--- config.mk ---
export PLATFORM = sky130hd
export DESIGN_NAME = l2_port_arbiter_flat
export DESIGN_NICKNAME = d
export VERILOG_FILES = /design/src/rtl/l2_port_arbiter_if.sv /design/src/rtl/l2_port_arbiter.sv /design/src/flat_wrapper.sv
export SDC_FILE = /design/constraint.sdc
export NUM_CORES = 1
export LEC_CHECK = 0
export CAP_MARGIN = 20
export CORE_AREA = 2 2 160 162
export CTS_BUF_LIST = sky130_fd_sc_hd__clkbuf_4
export DETAILED_ROUTE_END_ITERATION = 6
export DIE_AREA = 0 0 162 164
export HOLD_SLACK_MARGIN = 0.05
export PLACE_DENSITY_LB_ADDON = 0.05
export SLEW_MARGIN = 25
export SYNTH_ARGS = -nofsm -noshare
export SYNTH_HDL_FRONTEND = slang
export SYNTH_SLANG_ARGS = --single-unit
--- constraint.sdc ---
create_clock -name clk -period 1.67 [get_ports clk]
set_input_delay 0.334 -clock clk [delete_from_list [all_inputs] [get_ports clk]]
set_output_delay 0.334 -clock clk [all_outputs]
set_load 0.03 [all_outputs]
--- src/rtl/l2_port_arbiter_if.sv ---
// Bundle of both L1 requester ports, the L2 request/response port and status.
// master: the arbiter; slave: the requesters plus the L2 array.
interface l2_port_arbiter_if #(
  parameter int DATA_WIDTH = 8,
  parameter int ADDR_WIDTH = 4,
  parameter int BLOCK_SIZE = 8
);
  localparam int BW = BLOCK_SIZE * DATA_WIDTH;

  logic [ADDR_WIDTH-1:0] r0_addr;
  logic [BW-1:0]         r0_data_in;
  logic                  r0_read;
  logic                  r0_write;
  logic [BW-1:0]         r0_data_out;
  logic                  r0_hit;
  logic                  r0_done;

  logic [ADDR_WIDTH-1:0] r1_addr;
  logic [BW-1:0]         r1_data_in;
  logic                  r1_read;
  logic                  r1_write;
  logic [BW-1:0]         r1_data_out;
  logic                  r1_hit;
  logic                  r1_done;

  logic [ADDR_WIDTH-1:0] l2_addr;
  logic [BW-1:0]         l2_data_in;
  logic                  l2_read;
  logic                  l2_write;
  logic                  l2_ready;
  logic                  l2_hit;
  logic [BW-1:0]         l2_block_data_out;
  logic                  l2_block_valid;

  logic [1:0]            grant;
  logic                  busy;

  modport master (
    input  r0_addr, r0_data_in, r0_read, r0_write,
    output r0_data_out, r0_hit, r0_done,
    input  r1_addr, r1_data_in, r1_read, r1_write,
    output r1_data_out, r1_hit, r1_done,
    output l2_addr, l2_data_in, l2_read, l2_write,
    input  l2_ready, l2_hit, l2_block_data_out, l2_block_valid,
    output grant, busy
  );

  modport slave (
    output r0_addr, r0_data_in, r0_read, r0_write,
    input  r0_data_out, r0_hit, r0_done,
    output r1_addr, r1_data_in, r1_read, r1_write,
    input  r1_data_out, r1_hit, r1_done,
    input  l2_addr, l2_data_in, l2_read, l2_write,
    output l2_ready, l2_hit, l2_block_data_out, l2_block_valid,
    input  grant, busy
  );
endinterface

--- src/rtl/l2_port_arbiter.sv ---
// Two-requester (L1 I/D) arbiter in front of a single L2 port.
// Define L2_ARB_FIXED_PRIO_EN to make requester 1 always win ties (no round-robin pointer).
module l2_port_arbiter #(
  parameter int DATA_WIDTH = 8,
  parameter int ADDR_WIDTH = 4,
  parameter int BLOCK_SIZE = 8
) (
  input logic clk,
  input logic rst,
  l2_port_arbiter_if.master bus
);
  localparam int BW = BLOCK_SIZE * DATA_WIDTH;

  typedef enum logic [2:0] {IDLE, ISSUE, ACCEPT, COMPLETE, RESP} state_t;

  state_t                state;
  state_t                state_next;
  logic [1:0]            grant_q;
  logic                  op_write;
  logic [ADDR_WIDTH-1:0] addr_q;
  logic [BW-1:0]         wdata_q;
  logic [BW-1:0]         data0_q;
  logic [BW-1:0]         data1_q;
  logic                  hit0_q;
  logic                  hit1_q;
  logic [1:0]            pending;
  logic                  winner;
  logic                  take;
  logic                  capture;

  assign pending = {bus.r1_read | bus.r1_write, bus.r0_read | bus.r0_write};
  assign take    = (state == IDLE) && (|pending) && bus.l2_ready;
  assign capture = (state == COMPLETE) && bus.l2_ready;

`ifdef L2_ARB_FIXED_PRIO_EN
  assign winner = pending[1];
`else
  // rr_prio names the requester that wins the next tie
  logic rr_prio;

  assign winner = (pending == 2'b11) ? rr_prio : pending[1];

  always_ff @(posedge clk) begin
    if (rst) begin
      rr_prio <= 1'b0;
    end else if (take) begin
      rr_prio <= ~winner;
    end
  end
`endif

  always_ff @(posedge clk) begin
    if (rst) begin
      state <= IDLE;
    end else begin
      state <= state_next;
    end
  end

  always_comb begin
    state_next = state;
    case (state)
      IDLE:     if (take) state_next = ISSUE;
      ISSUE:    state_next = ACCEPT;
      ACCEPT:   if (!bus.l2_ready) state_next = COMPLETE;
      COMPLETE: if (bus.l2_ready) state_next = RESP;
      RESP:     state_next = IDLE;
      default:  state_next = IDLE;
    endcase
  end

  // Read+write together is a write, so the op is just the winner's write bit
  always_ff @(posedge clk) begin
    if (rst) begin
      grant_q  <= '0;
      op_write <= 1'b0;
      addr_q   <= '0;
      wdata_q  <= '0;
      data0_q  <= '0;
      data1_q  <= '0;
      hit0_q   <= 1'b0;
      hit1_q   <= 1'b0;
    end else begin
      if (take) begin
        grant_q  <= winner ? 2'b10 : 2'b01;
        op_write <= winner ? bus.r1_write : bus.r0_write;
        addr_q   <= winner ? bus.r1_addr : bus.r0_addr;
        wdata_q  <= winner ? bus.r1_data_in : bus.r0_data_in;
      end
      if (capture && grant_q[0]) begin
        data0_q <= bus.l2_block_data_out;
        hit0_q  <= bus.l2_hit;
      end
      if (capture && grant_q[1]) begin
        data1_q <= bus.l2_block_data_out;
        hit1_q  <= bus.l2_hit;
      end
      if (state == RESP) begin
        grant_q <= '0;
      end
    end
  end

  assign bus.l2_addr     = addr_q;
  assign bus.l2_data_in  = wdata_q;
  assign bus.l2_read     = (state == ISSUE) && !op_write;
  assign bus.l2_write    = (state == ISSUE) && op_write;
  assign bus.r0_done     = (state == RESP) && grant_q[0];
  assign bus.r1_done     = (state == RESP) && grant_q[1];
  assign bus.r0_data_out = data0_q;
  assign bus.r1_data_out = data1_q;
  assign bus.r0_hit      = hit0_q;
  assign bus.r1_hit      = hit1_q;
  assign bus.grant       = grant_q;
  assign bus.busy        = (state != IDLE);

  // Block-valid carries no sequencing meaning here
  logic unused_block_valid;
  assign unused_block_valid = bus.l2_block_valid;
endmodule

--- src/flat_wrapper.sv ---
// flat-port wrapper written by rule: the top's interface ports become plain ports
module l2_port_arbiter_flat 
#(
  parameter int DATA_WIDTH = 8,
  parameter int ADDR_WIDTH = 4,
  parameter int BLOCK_SIZE = 8
)
  (clk, rst, bus_r0_addr, bus_r0_data_in, bus_r0_read, bus_r0_write, bus_r0_data_out, bus_r0_hit, bus_r0_done, bus_r1_addr, bus_r1_data_in, bus_r1_read, bus_r1_write, bus_r1_data_out, bus_r1_hit, bus_r1_done, bus_l2_addr, bus_l2_data_in, bus_l2_read, bus_l2_write, bus_l2_ready, bus_l2_hit, bus_l2_block_data_out, bus_l2_block_valid, bus_grant, bus_busy);
  l2_port_arbiter_if #(.DATA_WIDTH(DATA_WIDTH), .ADDR_WIDTH(ADDR_WIDTH), .BLOCK_SIZE(BLOCK_SIZE)) bus_i ();
  input logic clk;
  input logic rst;
  input wire logic [$bits(bus_i.r0_addr)-1:0] bus_r0_addr;
  input wire logic [$bits(bus_i.r0_data_in)-1:0] bus_r0_data_in;
  input wire logic [$bits(bus_i.r0_read)-1:0] bus_r0_read;
  input wire logic [$bits(bus_i.r0_write)-1:0] bus_r0_write;
  output wire logic [$bits(bus_i.r0_data_out)-1:0] bus_r0_data_out;
  output wire logic [$bits(bus_i.r0_hit)-1:0] bus_r0_hit;
  output wire logic [$bits(bus_i.r0_done)-1:0] bus_r0_done;
  input wire logic [$bits(bus_i.r1_addr)-1:0] bus_r1_addr;
  input wire logic [$bits(bus_i.r1_data_in)-1:0] bus_r1_data_in;
  input wire logic [$bits(bus_i.r1_read)-1:0] bus_r1_read;
  input wire logic [$bits(bus_i.r1_write)-1:0] bus_r1_write;
  output wire logic [$bits(bus_i.r1_data_out)-1:0] bus_r1_data_out;
  output wire logic [$bits(bus_i.r1_hit)-1:0] bus_r1_hit;
  output wire logic [$bits(bus_i.r1_done)-1:0] bus_r1_done;
  output wire logic [$bits(bus_i.l2_addr)-1:0] bus_l2_addr;
  output wire logic [$bits(bus_i.l2_data_in)-1:0] bus_l2_data_in;
  output wire logic [$bits(bus_i.l2_read)-1:0] bus_l2_read;
  output wire logic [$bits(bus_i.l2_write)-1:0] bus_l2_write;
  input wire logic [$bits(bus_i.l2_ready)-1:0] bus_l2_ready;
  input wire logic [$bits(bus_i.l2_hit)-1:0] bus_l2_hit;
  input wire logic [$bits(bus_i.l2_block_data_out)-1:0] bus_l2_block_data_out;
  input wire logic [$bits(bus_i.l2_block_valid)-1:0] bus_l2_block_valid;
  output wire logic [$bits(bus_i.grant)-1:0] bus_grant;
  output wire logic [$bits(bus_i.busy)-1:0] bus_busy;
  assign bus_i.r0_addr = bus_r0_addr;
  assign bus_i.r0_data_in = bus_r0_data_in;
  assign bus_i.r0_read = bus_r0_read;
  assign bus_i.r0_write = bus_r0_write;
  assign bus_r0_data_out = bus_i.r0_data_out;
  assign bus_r0_hit = bus_i.r0_hit;
  assign bus_r0_done = bus_i.r0_done;
  assign bus_i.r1_addr = bus_r1_addr;
  assign bus_i.r1_data_in = bus_r1_data_in;
  assign bus_i.r1_read = bus_r1_read;
  assign bus_i.r1_write = bus_r1_write;
  assign bus_r1_data_out = bus_i.r1_data_out;
  assign bus_r1_hit = bus_i.r1_hit;
  assign bus_r1_done = bus_i.r1_done;
  assign bus_l2_addr = bus_i.l2_addr;
  assign bus_l2_data_in = bus_i.l2_data_in;
  assign bus_l2_read = bus_i.l2_read;
  assign bus_l2_write = bus_i.l2_write;
  assign bus_i.l2_ready = bus_l2_ready;
  assign bus_i.l2_hit = bus_l2_hit;
  assign bus_i.l2_block_data_out = bus_l2_block_data_out;
  assign bus_i.l2_block_valid = bus_l2_block_valid;
  assign bus_grant = bus_i.grant;
  assign bus_busy = bus_i.busy;
  l2_port_arbiter #(.DATA_WIDTH(DATA_WIDTH), .ADDR_WIDTH(ADDR_WIDTH), .BLOCK_SIZE(BLOCK_SIZE)) u_core (.clk(clk), .rst(rst), .bus(bus_i));
endmodule
==> impl_metrics.csv, run 1 <==
group,metric,value,unit
outcome,outcome,"finished, violations left",
outcome,violations,"setup timing",
cts,clockRootBuffer,"clkbuf_4",
die,die_area,26600,um2
cts,numCtsBuffers,55,
sta,worst_slew_pin_slew,0.476,ns
final_layout,drive_above_1_share,29.9,%
worst_setup_path,crit_required,1.34,ns
die,start_util,36.5,%
sta,fin_setup_tns,-2.62,ns
placed_design,io_buffers,412,
detailed_routing,antenna_left,0,
detailed_routing,wl_per_cell,19.0,um
sta,max_freq,516,MHz
final_layout,syn2layout_area_growth,52.2,%
detailed_routing,viasPerCell,5.37,
detailed_routing,dr.pass1.iters,5,
sta,layout_setup_ws,-0.270,ns
worst_setup_path,startpoint_type,"register",
worst_setup_path,critPathMaxFanout,5,
grt,grt_usage,24.3,%
synthesis,ys_async_sr_fraction,0,%
sta,fin_crit_sh,116,%
final_layout,fin_nets,1654,
cts,clock-sinks,205,
synthesis,synth-seq-area-share,45.3,%
cts,clkLatencyLatePin,0.69,ns
grt,grt-ovfl-total,0,
cts,cts_buffer_depth,3,
detailed_routing,num_vias,9749,
synthesis,synth-edff-count,0,
cts,htreeDepth,2,
power_and_ir_drop,vdd_drop_max,460,uV
sta,rsz0062_at_grt,"yes",
worst_setup_path,cp-end-kind,"output port",
synthesis,ys_ff_latch,205,
grt,grt_pass1_vias,9387,
synthesis,syn_inst,1037,
die,die_h,164,um
placed_design,place_congestion,0.812,
cts,path_clk_slew,0.06,ns
power_and_ir_drop,power_density,921,nW/um2
final_layout,layout_common_cells,"clkdlybuf4s50_1, a21oi_1, dfxtp_1, o21ai_0, buf_2",
synthesis,synth_ff_type,"dfxtp_1",
run,maxCapViolCount,0,
synthesis,yosysWarnings,0,
synthesis,syn_avg_cell_area,8.73,um2
detailed_routing,drt_wl_total,34500,um
placed_design,place_area,13800,um2
sta,skew,0.0481,ns
die,rows,58,
detailed_routing,drtIter0Drc,708,
hold_path,hold_path.class,"in2reg",
sta,fin_crit,1.94,ns
placed_design,dp_slack,-0.361,ns
die,dieWidth,162,um
grt,grt_max_degree,61,
detailed_routing,remaining_drc_errors,0,
synthesis,yosysUniqueCellTypes,32,
power_and_ir_drop,cellLeakagePower,5.28,nW
worst_setup_path,cp_data_arrival_time,1.61,ns
placed_design,dp_hpwl,23400,um
die,ios,414,
final_layout,final_common_cell,"clkdlybuf4s50_1",
sta,hold_violations,0,
die,core_area,24800,um2
worst_setup_path,crit_type,"reg2out",
grt,grt_pass1_wl,51800,um
sta,slew_violations,0,
sta,maxSlewHeadroom,68.3,%
grt,antenna_found_initial,3,
synthesis,syn-num-nets,1246,
final_layout,final_cell_area,13800,um2
sta,finalSetupViolations,57,
synthesis,netlist_area,9060,um2
cts,tritoncts,"yes",
-- per-layer routing --
layer  part of all wire [%]  track usage [%]  vias to the layer above
met2                     48             40.8                      420
met5                      0                0                        -
met1                     40             28.9                     4557
met4                    2.8             9.61                        0
met3                    9.2             8.06                       64
li1                       -                -                     4708
-- synthesized netlist by cell type, types with 2 or more instances --
cell type  count  share of area (%)
buf_1          4               0.17
dfxtp_1      205                 45
a311oi_2      60                9.9
nand2b_1       3               0.21
o21ai_0      198                 11
nand3_1      130                7.2
inv_1          3               0.12
buf_6          8               0.99
a21oi_1      200                 11
nand4b_1       2               0.19
a311oi_1       8               0.77
a21o_1         2               0.17
o211a_1        2               0.22
clkbuf_1     108                4.5
and3_1         3               0.21
buf_2         15               0.83
nand3b_1      69                5.7
nor2_1         3               0.12
-- state kept, by name (all words and copies together) (netlist names) --
| register | cells |
|---|---|
| u_core.bus.r1_hit | 1 |
| u_core.bus.r0_hit | 1 |
| u_core.bus.l2_data_in | 64 |
| u_core.bus.r0_data_out | 64 |
| u_core.op_write | 1 |
| u_core.bus.grant | 2 |
| u_core.state | 3 |
| u_core.bus.l2_addr | 4 |
| u_core.rr_prio | 1 |
| u_core.bus.r1_data_out | 64 |
-- cell type report --
class / instances / area, um2
tap: 330 / 413
sequential: 205 / 4120
antenna: 4 / 10.0
inverter: 4 / 15.0
fill: 2423 / 11000
clock buffer: 82 / 616
clock inverter: 12 / 76.3
timing repair buffer: 486 / 4120
multi-input combinational: 693 / 4420
-- cells by family after synthesis --
group | count (synthesis) | synth area share, %
AOI/OAI and AO/OA | 476 | 33.7
buffers and inverters | 139 | 6.63
DFF | 205 | 45.3
and+or+nand+nor | 217 | 14.4
-- report_power, final --
part | internal, mW | total (mW) | switching [mW] | leakage, nW
clock network | 2.38 | 4.48 | 2.10 | 0.414
registers | 5.10 | 5.24 | 0.136 | 1.67
logic | 1.28 | 2.99 | 1.70 | 3.19
-- worst max-delay path, cell delays in order, from the launching register on --
cell and delay, ns:
dfxtp_4 0.35, buf_6 0.13, nor4bb_4 0.27, buf_6 0.17
-- final timing paths --
check / from / to / slack, ns / depth (start not counted)
setup / recovery: u_core.state[1] / bus_l2_write / -0.27 / 3
hold / removal: bus_l2_block_data_out[36] / u_core.bus.r0_data_out[36] / 0.24 / 3
setup reg to reg: u_core.state[1] / u_core.bus.l2_data_in[53] / -0.04 / 6
hold reg to reg: u_core.bus.r1_data_out[19] / u_core.bus.r1_data_out[19] / 0.47 / 2
-- stage by stage --
stage               std cells  power, mW  hold slack, ns  util, %
floorplan                1037       6.91           0.482        -
finish                   1816       12.7           0.240     55.6
CTS                      1807       12.8           0.189     55.6
detailed placement       1707       8.40           0.466     55.8
global route             1815       13.3           0.215     55.5
global placement         1707       8.39           0.460     55.8
-- what timing repair did --
item | in CTS | in global routing
hold endpoints to repair | 7 | 0
hold buffers | 1 | 0
pin swaps | 5 | 4
setup endpoints to repair | 202 | 99
resized for setup | 959 | 49
setup buffers | 5 | 4
cloned | 0 | 2
No activity file was read; power rests on OpenSTA's default activity.
==> run 2, diff against run 1 <==
--- a/config.mk
+++ b/config.mk
@@ -11,7 +11,7 @@
 export DETAILED_ROUTE_END_ITERATION = 6
 export DIE_AREA = 0 0 162 164
 export HOLD_SLACK_MARGIN = 0.05
-export PLACE_DENSITY_LB_ADDON = 0.05
+export PLACE_DENSITY_LB_ADDON = 0.08
 export SLEW_MARGIN = 25
 export SYNTH_ARGS = -nofsm -noshare
 export SYNTH_HDL_FRONTEND = slang
==> run 2 against run 1 <==
Against the previous run: the flow still finishes with violations (setup timing); combinational power increased by 2%; sequential share of layout area about the same; power increased by 1.6%; setup slack improved by 0.022 ns; count of clock-buffer cells in the layout unchanged; clock power increased by 3%; highest routed layer unchanged; routed wire length increased by 0.96%; non-clock buffer count decreased by 6.
==> impl_metrics.csv, run 2 (synthesis gave the netlist of run 1 again) <==
group,metric,value,unit
grt,antenna_found_initial,2,
power_and_ir_drop,vdd_drop_max,491,uV
detailed_routing,drtIter0Drc,751,
sta,worst_slew_pin_slew,0.674,ns
power_and_ir_drop,power_density,935,nW/um2
cts,clkLatencyLatePin,0.65,ns
detailed_routing,viasPerCell,5.41,
grt,grt_pass1_wl,52900,um
placed_design,io_buffers,412,
outcome,outcome,"finished, violations left",
detailed_routing,wl_per_cell,19.3,um
die,die_h,164,um
sta,skew,0.0210,ns
power_and_ir_drop,cellLeakagePower,5.28,nW
sta,fin_crit_sh,115,%
final_layout,drive_above_1_share,29.8,%
final_layout,finish.utilization,55.6,%
cts,clockRootBuffer,"clkbuf_4",
cts,numCtsBuffers,54,
grt,grt_max_degree,66,
final_layout,syn2layout_area_growth,52.4,%
die,die_area,26600,um2
final_layout,fin_nets,1647,
sta,max_freq,521,MHz
placed_design,dp_hpwl,23200,um
cts,htreeDepth,2,
worst_setup_path,crit_type,"reg2out",
cts,path_clk_slew,0.06,ns
sta,holdWs,0.277,ns
die,start_util,36.5,%
grt,grt-ovfl-total,0,
worst_setup_path,reg2reg_slack,0.07,ns
detailed_routing,dr.pass1.iters,5,
detailed_routing,remaining_drc_errors,0,
sta,layout_setup_ws,-0.248,ns
final_layout,final_common_cell,"clkdlybuf4s50_1",
hold_path,hold_path.class,"in2reg",
sta,rsz0062_at_grt,"yes",
worst_setup_path,cp-end-kind,"output port",
placed_design,place_congestion,0.814,
cts,tritoncts,"yes",
final_layout,multi_input_area,4430,um2
grt,grt_usage,25.0,%
sta,fin_crit,1.92,ns
outcome,violations,"setup timing",
sta,hold_violations,0,
final_layout,fillers,2397,
cts,cts_buffer_depth,3,
detailed_routing,num_vias,9784,
worst_setup_path,startpoint_type,"register",
die,core_area,24800,um2
die,ios,414,
detailed_routing,drt_wl_total,34800,um
final_layout,ff_latch_area,4120,um2
worst_setup_path,cp_data_arrival_time,1.58,ns
final_layout,layout_common_cells,"clkdlybuf4s50_1, a21oi_1, dfxtp_1, o21ai_0, buf_2",
sta,slew_violations,0,
die,dieWidth,162,um
die,rows,58,
grt,grt_pass1_vias,9415,
run,maxCapViolCount,0,
power_and_ir_drop,power,12.9,mW
cts,clock-sinks,205,
detailed_routing,antenna_left,0,
sta,finalSetupViolations,5,
worst_setup_path,crit_required,1.34,ns
sta,maxSlewHeadroom,55.1,%
worst_setup_path,critPathMaxFanout,6,
run 2: cell count changes in the layout (fill, tap and decap cells not counted), moves of 2 or more:
cell,delta
buf_6,-3
diode_2,-3
inv_2,-2
buf_4,-6
clkinv_2,+4
bufbuf_16,+3
clkinv_1,-3
run 2: area by class of cell:
cell class	count	share of cell area [%]
sequential	205	29.8
tap	330	2.99
timing repair buffer	480	29.8
multi-input combinational	693	32.1
clock buffer	82	4.46
antenna	1	0.0181
clock inverter	12	0.743
inverter	4	0.127
run 2: worst max-delay path, cell delays in order (launching register included):
cell,delay [ns]
dfxtp_4,0.36
buf_6,0.13
nor4bb_4,0.28
buf_6,0.17
run 2: layer usage:
layer  share of wire, %  track usage (%)  up-vias
li1                   -                -     4694
met1                 39             30.3     4588
met2                 49             42.8      440
met3                8.9             6.99       62
met4                2.3             8.25        0
met5                  0                0        -
run 2: worst paths after layout:
path / startpoint / to / depth (start not counted)
setup / recovery: u_core.state[2] / bus_l2_write / 3
hold / removal: bus_l2_block_data_out[55] / u_core.bus.r0_data_out[55] / 3
setup reg to reg: u_core.state[2] / u_core.bus.l2_addr[1] / 6
hold reg to reg: u_core.bus.r0_data_out[49] / u_core.bus.r0_data_out[49] / 2
run 2: what timing repair did:
| item | 4_1_cts | 5_1_grt |
|---|---|---|
| gates cloned | 3 | 1 |
| gates resized for setup | 863 | 152 |
| setup endpoints to repair | 204 | 90 |
| hold buffers | 1 | 0 |
| setup buffers | 8 | 2 |
| hold endpoints to repair | 20 | 0 |
| pin swaps | 5 | 5 |
run 2: metrics by stage:
step | setup slack [ns] | std cells | cell area (um2) | TNS, ns
detailed placement | -0.405 | 1697 | 13800 | -68.59
CTS | -0.340 | 1803 | 14200 | -1.48
global route | -0.379 | 1807 | 13800 | -1.70
global placement | -0.368 | 1697 | 13800 | -64.15
floorplan | 0.0164 | 1037 | 9070 | 0
finish | -0.248 | 1807 | 13800 | -1.07
run 2: power by group:
part | internal (mW) | leakage (nW) | switching (mW)
clock | 2.53 | 0.431 | 2.09
sequential | 5.10 | 1.67 | 0.138
combinational | 1.32 | 3.18 | 1.71
total | 8.96 | 5.28 | 3.94
==> run 3, diff against run 2 <==
--- a/config.mk
+++ b/config.mk
@@ -5,7 +5,6 @@
 export SDC_FILE = /design/constraint.sdc
 export NUM_CORES = 1
 export LEC_CHECK = 0
-export CAP_MARGIN = 20
 export CORE_AREA = 2 2 160 162
 export CTS_BUF_LIST = sky130_fd_sc_hd__clkbuf_4
 export DETAILED_ROUTE_END_ITERATION = 6
@@ -16,3 +15,4 @@
 export SYNTH_ARGS = -nofsm -noshare
 export SYNTH_HDL_FRONTEND = slang
 export SYNTH_SLANG_ARGS = --single-unit
+export TNS_END_PERCENT = 5
==> run 3 against run 2 <==
Against the previous run: the flow still finishes with violations (setup timing); via count shrank 2.2%; design area shrank 1.7%; first-iteration DRC count grew 12%; setup slack lost 0.039 ns; count of clock-buffer cells in the layout shrank 11; power shrank 3.0%; fmax shrank 2.0%; clock skew grew 0.028 ns; utilization shrank 0.94 points; largest power group unchanged.
==> impl_metrics.csv, run 3 (synthesis gave the netlist of run 1 again) <==
group,metric,value,unit
outcome,outcome,"finished, violations left",
outcome,violations,"setup timing",
die,start_util,36.5,%
grt,grt_pass1_vias,9253,
detailed_routing,antenna_left,0,
sta,finalSetupViolations,38,
cts,tritoncts,"yes",
hold_path,hold_path.class,"in2reg",
cts,path_clk_slew,0.07,ns
final_layout,layout_common_cells,"clkdlybuf4s50_1, a21oi_1, dfxtp_1, o21ai_0, buf_2",
run,maxCapViolCount,0,
final_layout,syn2layout_area_growth,49.8,%
die,die_area,26600,um2
die,dieWidth,162,um
sta,fin_crit_sh,117,%
final_layout,drive_above_1_share,28.5,%
grt,antenna_found_initial,1,
power_and_ir_drop,vdd_drop_max,432,uV
grt,grt_pass1_wl,51200,um
die,core_area,24800,um2
placed_design,dp_hpwl,22500,um
worst_setup_path,r2r_start,"u_core.state[1]",
cts,htreeDepth,2,
worst_setup_path,critical_path.slowest_cell,"dfxtp_4",
die,rows,58,
detailed_routing,num_vias,9573,
detailed_routing,drt_wl_total,34000,um
power_and_ir_drop,power_frac_comb,23.1,%
worst_setup_path,crit_type,"reg2out",
placed_design,placedCellCount,1692,
cts,clock-sinks,205,
grt,grt_use_met1,29.3,%
power_and_ir_drop,swShare,30.4,%
die,die_h,164,um
power_and_ir_drop,p_switching,3.80,mW
worst_setup_path,critPathMaxFanout,5,
die,ios,414,
power_and_ir_drop,p_int,8.72,mW
sta,maxSlewHeadroom,57.0,%
grt,met2_usage,40.7,%
grt,grt-ovfl-total,0,
detailed_routing,remaining_drc_errors,0,
sta,rsz0062_at_grt,"yes",
sta,skew,0.0493,ns
grt,top_usage_layer,"met2",
final_layout,final_common_cell,"clkdlybuf4s50_1",
grt,grt_use_met3,7.68,%
worst_setup_path,cp-end-kind,"output port",
sta,fin_crit,1.96,ns
worst_setup_path,critPathLaunch,"u_core.state[1]",
detailed_routing,viasPerCell,5.35,
detailed_routing,drtIter0Drc,840,
hold_path,worstHoldStart,"bus_r0_data_in[55]",
sta,hold_violations,0,
detailed_routing,wl_per_cell,19.0,um
power_and_ir_drop,pwr-share-seq,41.9,%
sta,worst_slew_pin_slew,0.645,ns
worst_setup_path,cp_data_arrival_time,1.62,ns
power_and_ir_drop,p_clk_share,35.1,%
sta,fin_setup_tns,-2.34,ns
worst_setup_path,max_stage_delay,0.35,ns
worst_setup_path,crit_chain,"buf_6 > nor4b_2 > buf_4",
cts,clkLatencyLatePin,0.67,ns
cts,numCtsBuffers,56,
placed_design,io_buffers,412,
grt,grt_max_degree,68,
worst_setup_path,startpoint_type,"register",
cts,clockRootBuffer,"clkbuf_4",
final_layout,fin_nets,1639,
cts,cts_buffer_depth,3,
grt,grt_usage,23.9,%
final_layout,fillers,2457,
sta,max_freq,511,MHz
sta,layout_setup_ws,-0.287,ns
power_and_ir_drop,cellLeakagePower,5.14,nW
sta,slew_violations,0,
detailed_routing,dr.pass1.iters,5,
power_and_ir_drop,power_density,923,nW/um2
placed_design,place_congestion,0.819,
worst_setup_path,crit_required,1.34,ns
final_layout,final_cells,1788,
-- run 3: cell count changes in the layout (fill, tap and decap cells not counted), moves of 2 or more --
cell,previous run,this run
clkinv_1,6,11
buf_4,35,32
bufbuf_16,3,1
clkinv_2,4,0
buf_2,196,192
clkbuf_4,83,73
buf_12,28,23
-- run 3: final cells by class --
type	instances	area, um2	share of cell area (%)
Multi-Input combinational cell	693	4410	32.5
Sequential cell	205	4120	30.4
Timing Repair Buffer	470	3940	29.1
Clock buffer	71	533	3.93
Tap cell	330	413	3.04
Clock inverter	13	128	0.940
Inverter	4	15.0	0.111
Antenna cell	2	5.00	0.0369
-- run 3: timing repair --
item / in CTS / in global routing
endpoints found under the setup margin: 202 / 106
gates resized for setup: 908 / 98
setup buffers: 4 / 3
hold endpoints to repair: 18 / 0
gates cloned: 1 / 1
hold buffers: 1 / 0
pin swaps: 2 / 19
-- run 3: power by group through the flow --
stage	Clock (mW)	Sequential [mW]	Combinational, mW
floorplan	0	5.72	1.19
global placement	0	5.35	2.98
detailed placement	0	5.34	2.99
CTS	4.55	5.23	2.86
global route	4.83	5.26	3.07
finish	4.39	5.24	2.89
-- run 3: stage by stage --
step	hold slack, ns	utilization, %	setup slack (ns)	instance area, um2	power [mW]
global placement	0.459	55.1	-0.366	13700	8.32
global route	0.213	54.7	-0.386	13600	13.2
floorplan	0.482	-	-0.154	9060	6.91
CTS	0.192	55.4	-0.363	13700	12.7
detailed placement	0.466	55.1	-0.409	13700	8.34
finish	0.254	54.7	-0.287	13600	12.5
-- run 3: worst paths after layout --
kind	end	slack (ns)	depth (start not counted)
setup / recovery	bus_l2_read	-0.29	3
hold / removal	u_core.bus.l2_data_in[55]	0.25	3
setup reg to reg	u_core.bus.l2_data_in[29]	-0.06	7
hold reg to reg	u_core.bus.r1_data_out[9]	0.47	2
-- run 3: layer usage --
layer  up-vias  part of all wire (%)
li1       4660                     -
met1      4493                    41
met2       369                    49
met3        51                   8.4
met4         0                   1.8
met5         -                     0
-- run 3: critical path: cells and delay by family, from the launching register on --
kind	cells	cell delay (ns)
flip-flops	1	0.35
buffers and inverters	2	0.34
AND/OR/NAND/NOR	1	0.25
